--- src/rtl/wl_fifo_pkg.sv ---
`default_nettype none
// ============================================================================
// Module  : wl_fifo_pkg
// Brief   : Shared width helper and read-mode constants for the wl FIFO family.
// Revision: 1.0
// ============================================================================
package wl_fifo_pkg;

    localparam int FWFT_REG  = 0;
    localparam int FWFT_FALL = 1;

    // Ceiling of log2(n); returns 0 for n <= 1.
    function automatic int clog2(input int n);
        int v;
        int r;
        v = n - 1;
        r = 0;
        while (v > 0) begin
            r = r + 1;
            v = v >> 1;
        end
        return r;
    endfunction

endpackage
`default_nettype wire

--- src/rtl/wl_sdpram.sv ---
`default_nettype none
// ============================================================================
// Module  : wl_sdpram
// Brief   : Simple dual-port RAM, W x H, one clock, asynchronous read port.
// Revision: 1.0
// ============================================================================
module wl_sdpram
    import wl_fifo_pkg::*;
#(
    parameter int W = 32,
    parameter int H = 100
) (
    input  logic                                     clk,
    input  logic                                     we,
    input  logic [((clog2(H) < 1) ? 1 : clog2(H))-1:0] waddr,
    input  logic [W-1:0]                             wdata,
    input  logic [((clog2(H) < 1) ? 1 : clog2(H))-1:0] raddr,
    output logic [W-1:0]                             rdata
);

    logic [W-1:0] r_mem [0:H-1];

    // Contents are intentionally left untouched by reset.
    always_ff @(posedge clk) begin
        if (we) begin
            r_mem[waddr] <= wdata;
        end
    end

    assign rdata = r_mem[raddr];

endmodule
`default_nettype wire

--- src/rtl/wl_sfifo.sv ---
`default_nettype none
// ============================================================================
// Module  : wl_sfifo
// Brief   : Synchronous FIFO with any depth, threshold flags, FWFT option.
// Revision: 1.0
// ============================================================================
module wl_sfifo
    import wl_fifo_pkg::*;
#(
    parameter int W    = 32,
    parameter int H    = 100,
    parameter int TA   = 8,
    parameter int TB   = 2,
    parameter int FWFT = FWFT_REG
) (
    input  logic                   clk,
    input  logic                   rst_b,
    input  logic                   clr,
    input  logic [W-1:0]           din,
    input  logic                   we,
    input  logic                   re,
    output logic [W-1:0]           dout,
    output logic                   wfull,
    output logic                   rempty,
    output logic                   awfull,
    output logic                   arempty,
    output logic                   overflow,
    output logic                   underflow,
    output logic [clog2(H+1)-1:0]  count
);

    localparam int L  = (clog2(H) < 1) ? 1 : clog2(H);
    localparam int CW = clog2(H + 1);

    localparam logic [L-1:0]  c_last = L'(H - 1);
    localparam logic [CW-1:0] c_full = CW'(H);
    localparam logic [CW-1:0] c_af   = CW'(H - TA);
    localparam logic [CW-1:0] c_ae   = CW'(TB);

    logic [L-1:0]  r_wptr;
    logic [L-1:0]  r_rptr;
    logic [CW-1:0] r_count;
    logic          r_overflow;
    logic          r_underflow;
    logic          w_wr_ok;
    logic          w_rd_ok;
    logic [W-1:0]  w_rdata;

    // Flags decode only the registered count, so they lag an operation by one edge.
    assign wfull     = (r_count == c_full);
    assign rempty    = (r_count == '0);
    assign awfull    = (r_count >= c_af);
    assign arempty   = (r_count <= c_ae);
    assign count     = r_count;
    assign overflow  = r_overflow;
    assign underflow = r_underflow;

    assign w_wr_ok = we && !wfull  && !clr;
    assign w_rd_ok = re && !rempty && !clr;

    always_ff @(posedge clk or negedge rst_b) begin
        if (!rst_b) begin
            r_wptr      <= '0;
            r_rptr      <= '0;
            r_count     <= '0;
            r_overflow  <= 1'b0;
            r_underflow <= 1'b0;
        end else if (clr) begin
            r_wptr      <= '0;
            r_rptr      <= '0;
            r_count     <= '0;
            r_overflow  <= 1'b0;
            r_underflow <= 1'b0;
        end else begin
            if (w_wr_ok) begin
                r_wptr <= (r_wptr == c_last) ? '0 : r_wptr + 1'b1;
            end
            if (w_rd_ok) begin
                r_rptr <= (r_rptr == c_last) ? '0 : r_rptr + 1'b1;
            end
            case ({w_wr_ok, w_rd_ok})
                2'b10:   r_count <= r_count + 1'b1;
                2'b01:   r_count <= r_count - 1'b1;
                default: r_count <= r_count;
            endcase
            r_overflow  <= we && wfull;
            r_underflow <= re && rempty;
        end
    end

    wl_sdpram #(
        .W (W),
        .H (H)
    ) u_ram (
        .clk   (clk),
        .we    (w_wr_ok),
        .waddr (r_wptr),
        .wdata (din),
        .raddr (r_rptr),
        .rdata (w_rdata)
    );

    generate
        if (FWFT == FWFT_FALL) begin : g_fwft
            assign dout = w_rdata;
        end else begin : g_reg
            logic [W-1:0] r_dout;
            always_ff @(posedge clk or negedge rst_b) begin
                if (!rst_b) begin
                    r_dout <= '0;
                end else if (clr) begin
                    r_dout <= '0;
                end else if (w_rd_ok) begin
                    r_dout <= w_rdata;
                end
            end
            assign dout = r_dout;
        end
    endgenerate

endmodule
`default_nettype wire

--- config.mk ---
export PLATFORM = sky130hd
export DESIGN_NAME = wl_sfifo
export DESIGN_NICKNAME = d
export VERILOG_FILES = /design/src/rtl/wl_fifo_pkg.sv /design/src/rtl/wl_sdpram.sv /design/src/rtl/wl_sfifo.sv
export SDC_FILE = /design/constraint.sdc
export NUM_CORES = 2
export LEC_CHECK = 0
export BUFFER_PORTS_ARGS = -buffer_cell sky130_fd_sc_hd__buf_2
export CORE_MARGIN = 2
export CORE_UTILIZATION = 65
export CTS_BUF_LIST = sky130_fd_sc_hd__clkbuf_8
export DETAILED_ROUTE_END_ITERATION = 16
export PLACE_DENSITY = 0.81
export SYNTH_ARGS = -nofsm -noshare
export SYNTH_HDL_FRONTEND = slang
export SYNTH_HIERARCHICAL = 1
export SYNTH_SLANG_ARGS = --single-unit
export TNS_END_PERCENT = 50
--- constraint.sdc ---
create_clock -name clk -period 12.3 [get_ports clk]
set_clock_uncertainty 0.15 [all_clocks]
set_input_delay 0.615 -clock clk [delete_from_list [all_inputs] [get_ports clk]]
set_output_delay 0.615 -clock clk [all_outputs]
set_load 0.03 [all_outputs]
# Yosys cells after proc, flatten, opt, wreduce, memory -nomap -nowiden
# Memory sizes are Yosys's and may differ from the RTL's.
# Cells that the tools add are included.
[totals]
word_cells = 45
regBits = 55
ramBits = 3200
rom_bits = 0
n_memories = 1
latchBits = 0
[classes]
order_cmp = 2
bitwise = 0
mux = 14
n_reduce_logical = 13
addsub = 4
n_eq_ne = 5
div = 0
shifts = 0
n_mul = 0
[memory_table]
columns = ["name", "depth", "word_bits", "rd", "rd_ports_with_merged_regs", "wr", "line_no", "source"]
rows = [
  ["u_ram.r_mem", 100, 32, 1, 0, 1, "wl_sdpram.sv:21", "logic [W-1:0] r_mem [0:H-1];"],
]
[ops]
columns = ["cell", "count"]
rows = [
  ["$mux W32", 2],
  ["$mux W7", 7],
  ["$add A7 B1 Y7 const B", 3],
  ["$eq A7 B7 Y1 const B", 3],
  ["$pmux W7 S2", 1],
  ["$ge A7 B7 Y1 const B", 1],
  ["$le A7 B2 Y1 const B", 1],
  ["$logic_not A7 Y1", 1],
  ["$sub A7 B1 Y7 const B", 1],
  ["$logic_and A1 B1 Y1", 6],
  ["$mux W1", 4],
  ["$reduce_bool A2 Y1", 2],
  ["$logic_not A1 Y1", 3],
  ["$reduce_bool A3 Y1", 1],
  ["$eq A2 B1 Y1 const B", 1],
  ["$eq A2 B2 Y1 const B", 1],
]

# Logic depth before layout (Yosys ltp)
[depth]
ltp_word = 7
mapped_depth = 12
depth_no_buf = 9

# Hierarchy
# The synthesis kept the hierarchy.
[by_module_without_submodules]
columns = ["mod", "area_each_um2", "cells_per_inst", "n_inst"]
rows = [
  ["wl_sdpram", 122276.0, 5470, 1],
  ["wl_sfifo", 2582.5, 225, 1],
]

# Least setup slack after synthesis
# OpenSTA, ideal clock, no wires.
[synth_timing]
path_type = "register to register"
from = "register r_count[0], in the netlist count[0]"
to = "memory u_ram.r_mem[72][0] (enable)"
t_arrival_ns = 3.936
required_ns = 11.689
slack_ns = 7.753
n_path_buf = 2
stages_incl_launch_ff = 9
cell_sequence = "dfrtp_1 -> or4_4 -> buf_6 -> o21bai_1 -> inv_1 -> clkbuf_1 -> nor2b_1 -> nand3_1 -> nor3_1"
[synth_between]
elab_chain_len = 6
[synth_lines]
columns = ["element", "line_no", "source"]
rows = [
  ["start: declaration", "wl_sfifo.sv:42", "logic [CW-1:0] r_count;"],
  ["start signal: assignment", "wl_sfifo.sv:82", "2'b10: r_count <= r_count + 1'b1;"],
  ["start signal: assignment", "wl_sfifo.sv:83", "2'b01: r_count <= r_count - 1'b1;"],
  ["start signal: assignment", "wl_sfifo.sv:84", "default: r_count <= r_count;"],
  ["$eq A7 B7 Y1", "wl_sfifo.sv:50", "assign wfull = (r_count == c_full);"],
  ["$logic_not A1 Y1", "wl_sfifo.sv:58", "assign w_wr_ok = we && !wfull && !clr;"],
  ["$logic_and A1 B1 Y1 (2 in a row)", "wl_sfifo.sv:58", ""],
  ["net w_wr_ok", "wl_sfifo.sv:45", "logic w_wr_ok;"],
  ["$mux W1", "wl_sdpram.sv:25", "if (we) begin"],
  ["$mux W1 (not written as such)", "wl_sdpram.sv:26", "r_mem[waddr] <= wdata;"],
  ["end: declaration", "wl_sdpram.sv:21", ""],
]
# The timed path passes the listed nets, and every way through them passes these cells.

# Final worst setup path
[layout_timing]
from = "register r_rptr[2]"
to = "register g_reg.r_dout[1], in the netlist dout[1]"
[layout_between]
elab_chain_len = 3
[layout_lines]
columns = ["element", "line_no", "source"]
rows = [
  ["start: declaration", "wl_sfifo.sv:41", "logic [L-1:0] r_rptr;"],
  ["start signal: assignment", "wl_sfifo.sv:79", "r_rptr <= (r_rptr == c_last) ? '0 : r_rptr + 1'b1;"],
  ["$mem_v2 Z100 W32", "--", ""],
  ["net w_rdata[1]", "wl_sfifo.sv:47", "logic [W-1:0] w_rdata;"],
  ["$mux W32", "wl_sfifo.sv:113", "end else if (w_rd_ok) begin"],
  ["$mux W32", "wl_sfifo.sv:111", "end else if (clr) begin"],
  ["end signal: assignment", "wl_sfifo.sv:114", "r_dout <= w_rdata;"],
  ["end: declaration", "wl_sfifo.sv:107", "logic [W-1:0] r_dout;"],
]
# The timed path passes the listed nets, and every way through them passes these cells. The select of a mux whose other input is x is not followed.
# A chain may end at the register's enable or synchronous reset.

==> impl_metrics.xml <==
<?xml version="1.0" encoding="UTF-8"?>
<metrics>
  <group name="outcome">
    <metric name="outcome" unit="">finished, final reports clean</metric>
  </group>
  <group name="synth">
    <metric name="yosysWarnings" unit="">6</metric>
    <metric name="top_area_cells_in_the_synthesized_netlist" unit="">sky130_fd_sc_hd__edfxtp_1, sky130_fd_sc_hd__mux4_2, sky130_fd_sc_hd__mux2i_1, sky130_fd_sc_hd__a22oi_1, sky130_fd_sc_hd__dfrtp_1</metric>
    <metric name="number_of_synthesized_flops_with_an_enable_pin" unit="">3200</metric>
    <metric name="synth_seq_cells" unit="">3255</metric>
    <metric name="synth_top_cell_area_share" unit="">0.770</metric>
    <metric name="synth_cells" unit="">5695</metric>
    <metric name="async_flop_share" unit="">0.0169</metric>
    <metric name="synth_cell_type_count" unit="">72</metric>
    <metric name="cell_type_with_the_largest_total_area_after_synthesis" unit="">sky130_fd_sc_hd__edfxtp_1</metric>
    <metric name="syn_area" unit="µm²">125000</metric>
    <metric name="syn_avg_cell_area" unit="µm²">21.9</metric>
    <metric name="synth_ff_type" unit="">sky130_fd_sc_hd__edfxtp_1</metric>
    <metric name="post_synthesis_net_count" unit="">5740</metric>
    <metric name="synth.yosys.seq_area_share" unit="">0.781</metric>
  </group>
  <group name="route">
    <metric name="drcViolationCount" unit="">0</metric>
    <metric name="drt_first_pass_iters" unit="">10</metric>
    <metric name="vias" unit="">67100</metric>
    <metric name="number_of_design_rule_violations_left_by_the_first_detailed_router_iteration" unit="">12400</metric>
    <metric name="ant_nets" unit="">0</metric>
    <metric name="postRouteWirelength" unit="µm">352000</metric>
    <metric name="post_drt_wl_per_cell" unit="µm">38.8</metric>
    <metric name="routed_via_density" unit="">7.40</metric>
  </group>
  <group name="power_and_ir_drop">
    <metric name="p_per_area" unit="nW/µm²">181</metric>
    <metric name="power.static_leakage" unit="µW">0.0429</metric>
    <metric name="totalPowerFinal" unit="µW">25000</metric>
    <metric name="irDropWorstVdd" unit="V">0.000176</metric>
  </group>
  <group name="sta">
    <metric name="post-route-min-period" unit="ns">6.33</metric>
    <metric name="finalSetupViolations" unit="">0</metric>
    <metric name="report.final.hold_viol_count" unit="">0</metric>
    <metric name="tightest_slew" unit="ns">1.43</metric>
    <metric name="final.period_utilization" unit="">0.515</metric>
    <metric name="grt_setup_unrepaired" unit="">no</metric>
    <metric name="timing.setup.tns" unit="ns">0</metric>
    <metric name="drv_slew" unit="">0</metric>
    <metric name="slew_headroom" unit="">0.0352</metric>
    <metric name="timing.fmax" unit="MHz">158</metric>
  </group>
  <group name="global_route">
    <metric name="grt_max_degree" unit="">127</metric>
    <metric name="overflow" unit="">0</metric>
    <metric name="wire_length_of_the_first_global_routing_pass" unit="µm">490000</metric>
    <metric name="first_global_vias" unit="">65900</metric>
    <metric name="antenna_found_initial" unit="">22</metric>
    <metric name="grt_usage" unit="">0.361</metric>
  </group>
  <group name="clock_tree">
    <metric name="clk_transition_reported_paths" unit="ns">0.06</metric>
    <metric name="clkSinkCount" unit="">3255</metric>
    <metric name="clk-insertion-delay-late" unit="ns">1.15</metric>
    <metric name="ctsLongestPathBuffers" unit="">4</metric>
    <metric name="cts_root_buffer" unit="">sky130_fd_sc_hd__clkbuf_8</metric>
    <metric name="post_cts.repair.setup_buffers" unit="">0</metric>
    <metric name="tritoncts.num_buffers" unit="">491</metric>
    <metric name="post_cts.resized_instances" unit="">0</metric>
    <metric name="cts_tree" unit="">done</metric>
    <metric name="cts_hold_buffers" unit="">21</metric>
    <metric name="htree_levels" unit="">5</metric>
  </group>
  <group name="floorplan">
    <metric name="die_height" unit="µm">442</metric>
    <metric name="dieArea" unit="µm²">196000</metric>
    <metric name="die-width" unit="µm">442</metric>
    <metric name="rows" unit="">160</metric>
    <metric name="floorplan.core_area" unit="µm²">191000</metric>
    <metric name="starting_density_of_the_core" unit="">0.655</metric>
    <metric name="top_level_ports" unit="">82</metric>
  </group>
  <group name="worst_setup_path">
    <metric name="worst_path_largest_cell_delay" unit="ns">1.11</metric>
    <metric name="worstPathBufferInverterCount" unit="">3</metric>
    <metric name="cp_slowest_cell" unit="">sky130_fd_sc_hd__a221oi_1</metric>
    <metric name="worst_ep_arrival_time" unit="ns">7.18</metric>
    <metric name="path_cells" unit="">buf_4 &gt; buf_4 &gt; buf_4 &gt; mux2i_1 &gt; a22oi_1 &gt; nand3_1 &gt; nand4_1 &gt; a221oi_1 &gt; o21ai_1 &gt; a22o_1</metric>
    <metric name="cp_top_family" unit="">buffers and inverters</metric>
    <metric name="most_common_cell_type_on_the_critical_path" unit="">sky130_fd_sc_hd__buf_4</metric>
    <metric name="kind_of_start_point_of_the_critical_path" unit="">flip-flop</metric>
    <metric name="path_class" unit="">reg2reg</metric>
    <metric name="path_max_fanout" unit="">68</metric>
    <metric name="critical_path.endpoint_type" unit="">flip-flop</metric>
    <metric name="crit_required" unit="ns">13.15</metric>
  </group>
  <group name="worst_hold_path">
    <metric name="holdCritPathClass" unit="">in2reg</metric>
  </group>
  <group name="layout">
    <metric name="finalNetCount" unit="">6230</metric>
    <metric name="most_frequent_cells_in_the_layout" unit="">sky130_fd_sc_hd__edfxtp_1, sky130_fd_sc_hd__mux4_2, sky130_fd_sc_hd__clkbuf_8</metric>
    <metric name="area.growth.synth_to_final" unit="%">10.7</metric>
    <metric name="commonest_non_fill_non_tap_cell_in_the_layout" unit="">sky130_fd_sc_hd__edfxtp_1</metric>
    <metric name="drive_above_1_share" unit="">0.266</metric>
  </group>
  <group name="placement">
    <metric name="place_hpwl" unit="µm">189000</metric>
    <metric name="port_buffers" unit="">81</metric>
    <metric name="place.gp.congestion" unit="">0.949</metric>
  </group>
  <group name="flow_run">
    <metric name="maxCapViolations" unit="">0</metric>
  </group>
</metrics>
-- layout make-up --
type	instances	area (µm²)
well taps	2511	3140
clock buffers	512	7050
diodes	9	22.5
flip-flops and latches	3255	97500
repair buffers	310	2330
multi-input cells	2119	26400
clock inverters	348	1710
inverters	8	32.5
fillers	9981	52400
-- power by group --
part           switching (µW)  leakage, µW  internal [µW]
sequential                178       0.0295          12200
clock                    4020      0.00511           4060
combinational            2540      0.00828           1930
total                    6740       0.0429          18200
-- final timing paths --
check                           from             endpoint  slack [ns]  depth (start not counted)
max in group asynchronous      rst_b            r_rptr[0]       10.89                          3
hold / removal               din[24]  u_ram/r_mem[58][24]        0.05                          1
setup reg to reg           r_rptr[2]              dout[1]        5.97                         10
hold reg to reg             dout[24]             dout[24]        0.38                          1
setup / recovery           r_rptr[2]              dout[1]        5.97                         10
min in group asynchronous      rst_b             dout[15]        0.24                          3
-- routing by layer --
metal  GRT usage  routed length [µm]  up-vias
li1            -                   -    25100
met5           0                 161        -
met1       0.477              110000    33800
met3       0.118               57100     1250
met2       0.530              158000     6876
met4       0.227               26600       16
-- state kept, by name, indices dropped and copies added (netlist names) --
name	flops
count	7
underflow	1
u_ram/r_mem	3200
dout	32
r_wptr	7
overflow	1
r_rptr	7
-- cell families (layout without fill, tap and decap cells) --
kind of cell	count (synthesis)	in the layout	share of synthesized area
compound gates	558	558	0.0315
xor+xnor	8	8	0.000561
other cells	0	9	0
simple gates	559	559	0.0206
flops	3255	3255	0.781
mux	986	986	0.152
buf+inv	321	1178	0.0142
fa+ha+maj	8	8	0.000862
-- Yosys cell counts, drive strengths merged, types with 3 or more instances --
cell type,instances
a2111oi,9
a211o,4
a211oi,5
a21oi,35
a221oi,43
a22o,38
a22oi,195
a311oi,3
a31oi,22
a41oi,5
and2,8
and3,6
buf,188
clkbuf,125
dfrtp,55
edfxtp,3200
ha,7
inv,7
mux2,7
mux2i,256
mux4,723
nand2,149
nand2b,21
nand3,91
nand4,31
nor2,167
nor2b,30
nor3,38
nor4,4
o2111ai,12
o211ai,8
o21ai,121
o21bai,4
o221ai,8
o22ai,26
o31ai,3
o32ai,4
or2,6
xor2,7
-- per-stage QoR --
stage	std cells	setup slack (ns)	cell area, µm²	hold WS [ns]	utilization
2_1_floorplan	5695	7.75	125000	0.169	-
3_3_place_gp	8179	6.22	129000	0.300	0.678
3_5_place_dp	8181	6.15	129000	0.300	0.678
4_1_cts	9062	6.15	138000	0.00408	0.725
5_1_grt	9065	6.06	138000	0.0809	0.725
6_report	9072	5.97	138000	0.0481	0.725
Power figures use the tool's default switching activity.
